===== src/rtl/hack_fetch_unit_pkg.sv =====
// Shared types and constants for the Hack instruction-fetch stage.
package hack_fetch_unit_pkg;

  localparam int WORD_W = 16;
  localparam logic [WORD_W-1:0] RESET_VECTOR_DEF = 16'h0000;

  typedef enum logic [1:0] {
    ST_IDLE  = 2'd0,
    ST_FETCH = 2'd1,
    ST_HOLD  = 2'd2,
    ST_ERR   = 2'd3
  } state_e;

endpackage


===== src/rtl/hack_fetch_unit_if.sv =====
// ROM read channel (req/ack) and decode channel (valid/ready) of the fetch stage.
interface hack_fetch_unit_if;
  import hack_fetch_unit_pkg::*;

  logic              rom_req;
  logic [WORD_W-1:0] rom_addr;
  logic              rom_ack;
  logic [WORD_W-1:0] rom_data;

  logic              instr_valid;
  logic              instr_ready;
  logic [WORD_W-1:0] instr;
  logic [WORD_W-1:0] instr_pc;

  // fetch unit side
  modport master (
    output rom_req, rom_addr, instr_valid, instr, instr_pc,
    input  rom_ack, rom_data, instr_ready
  );

  // ROM / decode side
  modport slave (
    input  rom_req, rom_addr, instr_valid, instr, instr_pc,
    output rom_ack, rom_data, instr_ready
  );

endinterface


===== src/rtl/hack_fetch_unit_inc16.sv =====
// Inc16: 16-bit incrementer, wraps FFFF -> 0000 with no carry out.
module hack_fetch_unit_inc16
  import hack_fetch_unit_pkg::*;
(
  input  logic [WORD_W-1:0] in_word,
  output logic [WORD_W-1:0] out_word
);

  assign out_word = in_word + WORD_W'(1);

endmodule


===== src/rtl/hack_fetch_unit.sv =====
// Hack CPU fetch stage: owns the PC, issues ROM reads, hands words to decode.
//
// state    | meaning
// ST_IDLE  | no request outstanding, waiting for en
// ST_FETCH | rom_req high at pc, waiting for rom_ack or timeout
// ST_HOLD  | instr_valid high, waiting for decode to take the word
// ST_ERR   | ROM timed out; frozen until reset
module hack_fetch_unit
  import hack_fetch_unit_pkg::*;
#(
  parameter logic [WORD_W-1:0] RESET_VECTOR = RESET_VECTOR_DEF,
  parameter int unsigned       TIMEOUT      = 8
) (
  input  logic              clk,
  input  logic              reset,
  input  logic              en,
  input  logic              jmp,
  input  logic [WORD_W-1:0] jmp_addr,
  output logic              fetch_err,
  hack_fetch_unit_if.master bus
);

  localparam int unsigned      CNT_W    = $clog2(TIMEOUT + 1);
  localparam logic [CNT_W-1:0] CNT_LAST = CNT_W'(TIMEOUT - 1);

  state_e            state_q, state_d;
  logic [WORD_W-1:0] pc_q, pc_d, pc_inc;
  logic [CNT_W-1:0]  cnt_q, cnt_d;
  logic              rom_req_q, rom_req_d;
  logic [WORD_W-1:0] rom_addr_q, rom_addr_d;
  logic              instr_valid_q, instr_valid_d;
  logic [WORD_W-1:0] instr_q, instr_d;
  logic [WORD_W-1:0] instr_pc_q, instr_pc_d;
  logic              fetch_err_q, fetch_err_d;
  logic              redirect;

  hack_fetch_unit_inc16 u_inc16 (
    .in_word  (pc_q),
    .out_word (pc_inc)
  );

  assign redirect = jmp && (state_q != ST_ERR);

  // next-pc mux: jump beats increment beats hold
  always_comb begin
    pc_d = pc_q;
    if (redirect) begin
      pc_d = jmp_addr;
    end else if ((state_q == ST_FETCH) && bus.rom_ack) begin
      pc_d = pc_inc;
    end
  end

  // next state and registered outputs
  always_comb begin
    state_d       = state_q;
    cnt_d         = cnt_q;
    rom_req_d     = rom_req_q;
    rom_addr_d    = rom_addr_q;
    instr_valid_d = instr_valid_q;
    instr_d       = instr_q;
    instr_pc_d    = instr_pc_q;
    fetch_err_d   = fetch_err_q;

    unique case (state_q)
      ST_IDLE: begin
        if (en && !fetch_err_q) begin
          state_d    = ST_FETCH;
          rom_req_d  = 1'b1;
          rom_addr_d = pc_q;
          cnt_d      = '0;
        end
      end
      ST_FETCH: begin
        if (bus.rom_ack) begin
          state_d       = ST_HOLD;
          instr_d       = bus.rom_data;
          instr_pc_d    = pc_q;
          instr_valid_d = 1'b1;
          rom_req_d     = 1'b0;
          rom_addr_d    = '0;
          cnt_d         = '0;
        end else if (cnt_q == CNT_LAST) begin
          state_d     = ST_ERR;
          fetch_err_d = 1'b1;
          rom_req_d   = 1'b0;
          rom_addr_d  = '0;
        end else begin
          cnt_d = cnt_q + CNT_W'(1);
        end
      end
      ST_HOLD: begin
        if (bus.instr_ready) begin
          instr_valid_d = 1'b0;
          if (en) begin
            state_d    = ST_FETCH;
            rom_req_d  = 1'b1;
            rom_addr_d = pc_q;
            cnt_d      = '0;
          end else begin
            state_d = ST_IDLE;
          end
        end
      end
      ST_ERR: begin
        rom_req_d     = 1'b0;
        instr_valid_d = 1'b0;
      end
      default: state_d = ST_IDLE;
    endcase

    // A jump squashes any in-flight word. Out of FETCH it routes through IDLE
    // so rom_req drops for a cycle and the ROM sees a clean new request.
    if (redirect) begin
      cnt_d         = '0;
      instr_valid_d = 1'b0;
      instr_d       = instr_q;
      instr_pc_d    = instr_pc_q;
      if (state_q == ST_FETCH || !en) begin
        state_d    = ST_IDLE;
        rom_req_d  = 1'b0;
        rom_addr_d = '0;
      end else begin
        state_d    = ST_FETCH;
        rom_req_d  = 1'b1;
        rom_addr_d = jmp_addr;
      end
    end
  end

  // state, pc and output registers
  always_ff @(posedge clk or posedge reset) begin
    if (reset) begin
      state_q       <= ST_IDLE;
      pc_q          <= RESET_VECTOR;
      cnt_q         <= '0;
      rom_req_q     <= 1'b0;
      rom_addr_q    <= '0;
      instr_valid_q <= 1'b0;
      instr_q       <= '0;
      instr_pc_q    <= '0;
      fetch_err_q   <= 1'b0;
    end else begin
      state_q       <= state_d;
      pc_q          <= pc_d;
      cnt_q         <= cnt_d;
      rom_req_q     <= rom_req_d;
      rom_addr_q    <= rom_addr_d;
      instr_valid_q <= instr_valid_d;
      instr_q       <= instr_d;
      instr_pc_q    <= instr_pc_d;
      fetch_err_q   <= fetch_err_d;
    end
  end

  assign bus.rom_req     = rom_req_q;
  assign bus.rom_addr    = rom_addr_q;
  assign bus.instr_valid = instr_valid_q;
  assign bus.instr       = instr_q;
  assign bus.instr_pc    = instr_pc_q;
  assign fetch_err       = fetch_err_q;

endmodule


===== src/flat_wrapper.sv =====
// flat-port wrapper written by rule: the top's interface ports become plain ports
module hack_fetch_unit_flat import hack_fetch_unit_pkg::*;
#(
  parameter logic [WORD_W-1:0] RESET_VECTOR = RESET_VECTOR_DEF,
  parameter int unsigned       TIMEOUT      = 8
)
  (clk, reset, en, jmp, jmp_addr, fetch_err, bus_rom_req, bus_rom_addr, bus_instr_valid, bus_instr, bus_instr_pc, bus_rom_ack, bus_rom_data, bus_instr_ready);
  hack_fetch_unit_if bus_i ();
  input  logic clk;
  input  logic reset;
  input  logic en;
  input  logic jmp;
  input  logic [WORD_W-1:0] jmp_addr;
  output logic fetch_err;
  output wire logic [$bits(bus_i.rom_req)-1:0] bus_rom_req;
  output wire logic [$bits(bus_i.rom_addr)-1:0] bus_rom_addr;
  output wire logic [$bits(bus_i.instr_valid)-1:0] bus_instr_valid;
  output wire logic [$bits(bus_i.instr)-1:0] bus_instr;
  output wire logic [$bits(bus_i.instr_pc)-1:0] bus_instr_pc;
  input wire logic [$bits(bus_i.rom_ack)-1:0] bus_rom_ack;
  input wire logic [$bits(bus_i.rom_data)-1:0] bus_rom_data;
  input wire logic [$bits(bus_i.instr_ready)-1:0] bus_instr_ready;
  assign bus_rom_req = bus_i.rom_req;
  assign bus_rom_addr = bus_i.rom_addr;
  assign bus_instr_valid = bus_i.instr_valid;
  assign bus_instr = bus_i.instr;
  assign bus_instr_pc = bus_i.instr_pc;
  assign bus_i.rom_ack = bus_rom_ack;
  assign bus_i.rom_data = bus_rom_data;
  assign bus_i.instr_ready = bus_instr_ready;
  hack_fetch_unit #(.RESET_VECTOR(RESET_VECTOR), .TIMEOUT(TIMEOUT)) u_core (.clk(clk), .reset(reset), .en(en), .jmp(jmp), .jmp_addr(jmp_addr), .fetch_err(fetch_err), .bus(bus_i));
endmodule

===== config.mk =====
export PLATFORM = sky130hd
export DESIGN_NAME = hack_fetch_unit_flat
export DESIGN_NICKNAME = d
export VERILOG_FILES = /design/src/rtl/hack_fetch_unit_pkg.sv /design/src/rtl/hack_fetch_unit_if.sv /design/src/rtl/hack_fetch_unit_inc16.sv /design/src/rtl/hack_fetch_unit.sv /design/src/flat_wrapper.sv
export SDC_FILE = /design/constraint.sdc
export NUM_CORES = 1
export LEC_CHECK = 0
export BUFFER_PORTS_ARGS = -buffer_cell sky130_fd_sc_hd__buf_4
export CAP_MARGIN = 30
export CORE_MARGIN = 10
export CORE_UTILIZATION = 30
export DETAILED_ROUTE_END_ITERATION = 16
export PLACE_DENSITY = 0.53
export SKIP_LAST_GASP = 1
export SLEW_MARGIN = 10
export SYNTH_ARGS = -nofsm -noshare
export SYNTH_HDL_FRONTEND = slang
export SYNTH_SLANG_ARGS = --single-unit

===== constraint.sdc =====
create_clock -name clk -period 2.68 [get_ports clk]
set_input_delay 0 -clock clk [delete_from_list [all_inputs] [get_ports clk]]
set_output_delay 0 -clock clk [all_outputs]
set_load 0.05 [all_outputs]

==> results by group <==
Logic synthesis
  – Mapped Avg Cell Area: around 11 um2
  – Post-synthesis compound-gate area fraction: 0.109
  – Post-synthesis adder-cell area fraction: 0.0251
  – Yosys warning total: 0
  – Largest family of logic cells by synthesized area: multiplexers
  – Syn Nets: ~360
  – Synthesized flop and latch total: 73
  – Most numerous cell in the Yosys netlist: dfrtp_1
  – Mux contribution to synthesized area: 0.167
  – Top cell type's share of synthesized area: 0.523
  – Simple-Gate Fraction of Synth Area: 0.105
  – Top FF cell, synth: dfrtp_1
  – Post-synth EDFFs: 0
  – Mapped Cells: between 300 and 400
  – Post-Synth XOR/XNOR Area: 0.0276
  – Most instantiated cells after synthesis: dfrtp_1, mux2_2, inv_1
  – Post-synthesis sequential area ratio: 0.523
  – Cell area after synthesis: around 3500 um2
  – Library cells used by synthesis: 40
  – Top cells by area, synth: dfrtp_1, mux2_2, mux2i_1
  – Synth async-reset ratio: 1.00
  – Yosys top cell by area: dfrtp_1

Global route
  – Initial antenna violation count: 0
  – Vias in the first global route: between 2k and 3k
  – Total gr overflow: 0
  – Largest net degree at the start of global routing: 35
  – Total GRT Usage: 0.116
  – First-pass GRT wire length: between 15,000 and 20,000 um

Critical path
  – CP Cell Sequence: inv_1 > ha_1 > nand4_1 > or4_4 > or3_1 > a31oi_1
  – Crit path DAT: approximately 2.5 ns
  – Cell family with most CP delay: simple AND/OR/NAND/NOR gates
  – Worst setup SP type: flop
  – Flop2flop setup slack: slightly above 0.4 ns
  – Crit-path max FO: 12
  – Slowest cell on crit path: or4_4
  – Worst Path Required: between 2 and 3 ns
  – Worst path max stage delay: ~0.60 ns
  – Crit path buf inv count: 1
  – CP Capture Type: flop
  – Crit path kind: flop to flop

Floorplanning
  – Ports: 89
  – Initial Util: 0.306
  – Core Rows: 39
  – Die W: approximately 130 um
  – Die area: roughly 16,000 um2
  – Core area: roughly 11,000 um2
  – Die height: 128 um

Timing
  – Final period util: 0.848
  – Peak Freq: 440 MHz
  – Final hold violation count: 0
  – Setup-failing EPs final: 0
  – Clock skew: about 0.0087 ns
  – Setup TNS: 0 ns
  – Worst-margin pin slew: ~0.85 ns
  – Period minus WS final: 2.27 ns
  – RSZ-0062 raised after global routing: no
  – Rel. slew slack: 0.433
  – Slew Viols, Final: 0

Clock network
  – Clk_lat worst skew: about 0.33 ns
  – Worst-path clk slew: about 0.060 ns
  – Resized Gates After CTS: 0
  – Clock Sinks: 73
  – CTS Buf Count: 9
  – Post-CTS setup buffers: 0
  – Clock Path Buffers: 2
  – TritonCTS clock tree: yes
  – Hold-fix buffers at CTS: 33
  – Root Driver: clkbuf_16
  – H-tree levels: 3

Final layout
  – Area of the multi-input gates: approximately 1500 um2
  – Final nets: approximately 490
  – FILL cells: ~1.1k
  – Utilization after layout: 0.441
  – Synth-to-Final Area Change: 44.3%
  – Share of post-route cells with drive strength above 1: 0.348
  – Inserted Diodes: 0
  – FF+latch area: around 1800 um2

Power and ir drop
  – Pwr Density: approximately 1200 nW/um2
  – Tot Pwr: between 6 and 7 mW
  – Peak VDD IR: 762 uV
  – LEAKAGE: roughly 2.3 nW

Routing
  – Avg Vias per Cell: approximately 4.8
  – Total number of vias: roughly 2.8k
  – WL final: around 9400 um
  – Routed Antenna Nets: 0
  – Drt drc: 0
  – DRT Pass-1 Iters: 4
  – Wire length per cell: roughly 16 um
  – DRT iter0 DRCs: 137

Place
  – DP Wirelength: 6870 um
  – IO Port Bufs: 88
  – Placer Congestion: ~0.82

Hold path
  – Worst Hold Class: input pin to flop

Run status
  – Outcome: finished clean

Job
  – Max-cap violation count: 0
-- layout make-up --
class | count | share of cell area
flip-flops and latches | 73 | 0.362
multi-input cells | 199 | 0.303
repair buffers | 132 | 0.215
clock buffers | 9 | 0.0447
well taps | 143 | 0.0355
clock inverters | 7 | 0.0204
inverters | 25 | 0.0189
-- metal layers --
| metal | routed length [um] | global-route usage | up-vias | share of wire |
|---|---|---|---|---|
| met4 | 57 | 0.0238 | 0 | 0.0061 |
| met5 | 0 | 0 | - | 0 |
| met2 | 4340 | 0.183 | 78 | 0.46 |
| li1 | - | - | 1359 | - |
| met1 | 4300 | 0.148 | 1356 | 0.46 |
| met3 | 698 | 0.0443 | 6 | 0.074 |
-- stage by stage --
| stage | std cells | setup WS (ns) | cell area [um2] | hold WS (ns) |
|---|---|---|---|---|
| after CTS | 588 | 0.410 | 5040 | 0.00784 |
| after global placement | 539 | 0.479 | 4380 | 0.0976 |
| after global routing | 588 | 0.182 | 5040 | 0.0271 |
| after detailed placement | 539 | 0.421 | 4380 | 0.101 |
| after floorplan | 311 | 0.642 | 3490 | 0.110 |
| final | 588 | 0.408 | 5040 | 0.0107 |
-- worst reg2reg max path, cell delays in order, from the launching register on --
cell	delay, ns
dfrtp_1	0.43
inv_1	0.10
ha_1	0.37
nand4_1	0.18
or4_4	0.60
or3_1	0.36
a31oi_1	0.17
-- path summary, 6_finish.rpt --
check,start,end,cells past startpoint
worst max-delay path,u_core.state_q[1]$_DFFE_PP0P_,u_core.pc_q[13]$_DFFE_PP0P_,6
worst min-delay path,en,u_core.state_q[0]$_DFFE_PP0P_,3
worst max register to register,u_core.state_q[1]$_DFFE_PP0P_,u_core.pc_q[13]$_DFFE_PP0P_,6
worst min register to register,u_core.cnt_q[0]$_DFFE_PP0P_,u_core.cnt_q[0]$_DFFE_PP0P_,1
max in group asynchronous,reset,u_core.pc_q[13]$_DFFE_PP0P_,4
min in group asynchronous,reset,u_core.pc_q[2]$_DFFE_PP0P_,3
-- logic make-up after synthesis --
group	Yosys count
AO/OA/AOI/OAI	57
XOR/XNOR	11
adder cells (fa/ha/maj)	7
buffers and inverters	39
flip-flops	73
multiplexers	54
AND/OR/NAND/NOR	70
-- where the power goes --
part	internal (mW)	switching (mW)	leakage (nW)	total, mW
Sequential	1.53	0.323	0.904	1.85
Combinational	1.10	1.97	1.27	3.07
Clock	0.825	0.490	0.157	1.32
-- flip-flops by register name, indices dropped and copies added, names as in the netlist --
signal                  flops
u_core.bus.instr           16
u_core.bus.instr_pc        16
u_core.bus.instr_valid      1
u_core.bus.rom_addr        16
u_core.bus.rom_req          1
u_core.cnt_q                4
u_core.fetch_err            1
u_core.pc_q                16
u_core.state_q              2
-- cells in the final DEF (no fill, tap or decap), types with 8 or more instances in the layout --
cell / n
buf_4: 98
dfrtp_1: 73
mux2_2: 35
dlygate4sd3_1: 33
inv_1: 24
nand2_1: 22
mux2i_1: 19
o21ai_0: 17
a22oi_1: 15
nor2_1: 11
xnor2_1: 10
clkbuf_16: 9
nand3_1: 8
Note: power is estimated with default switching activity, not from simulation.
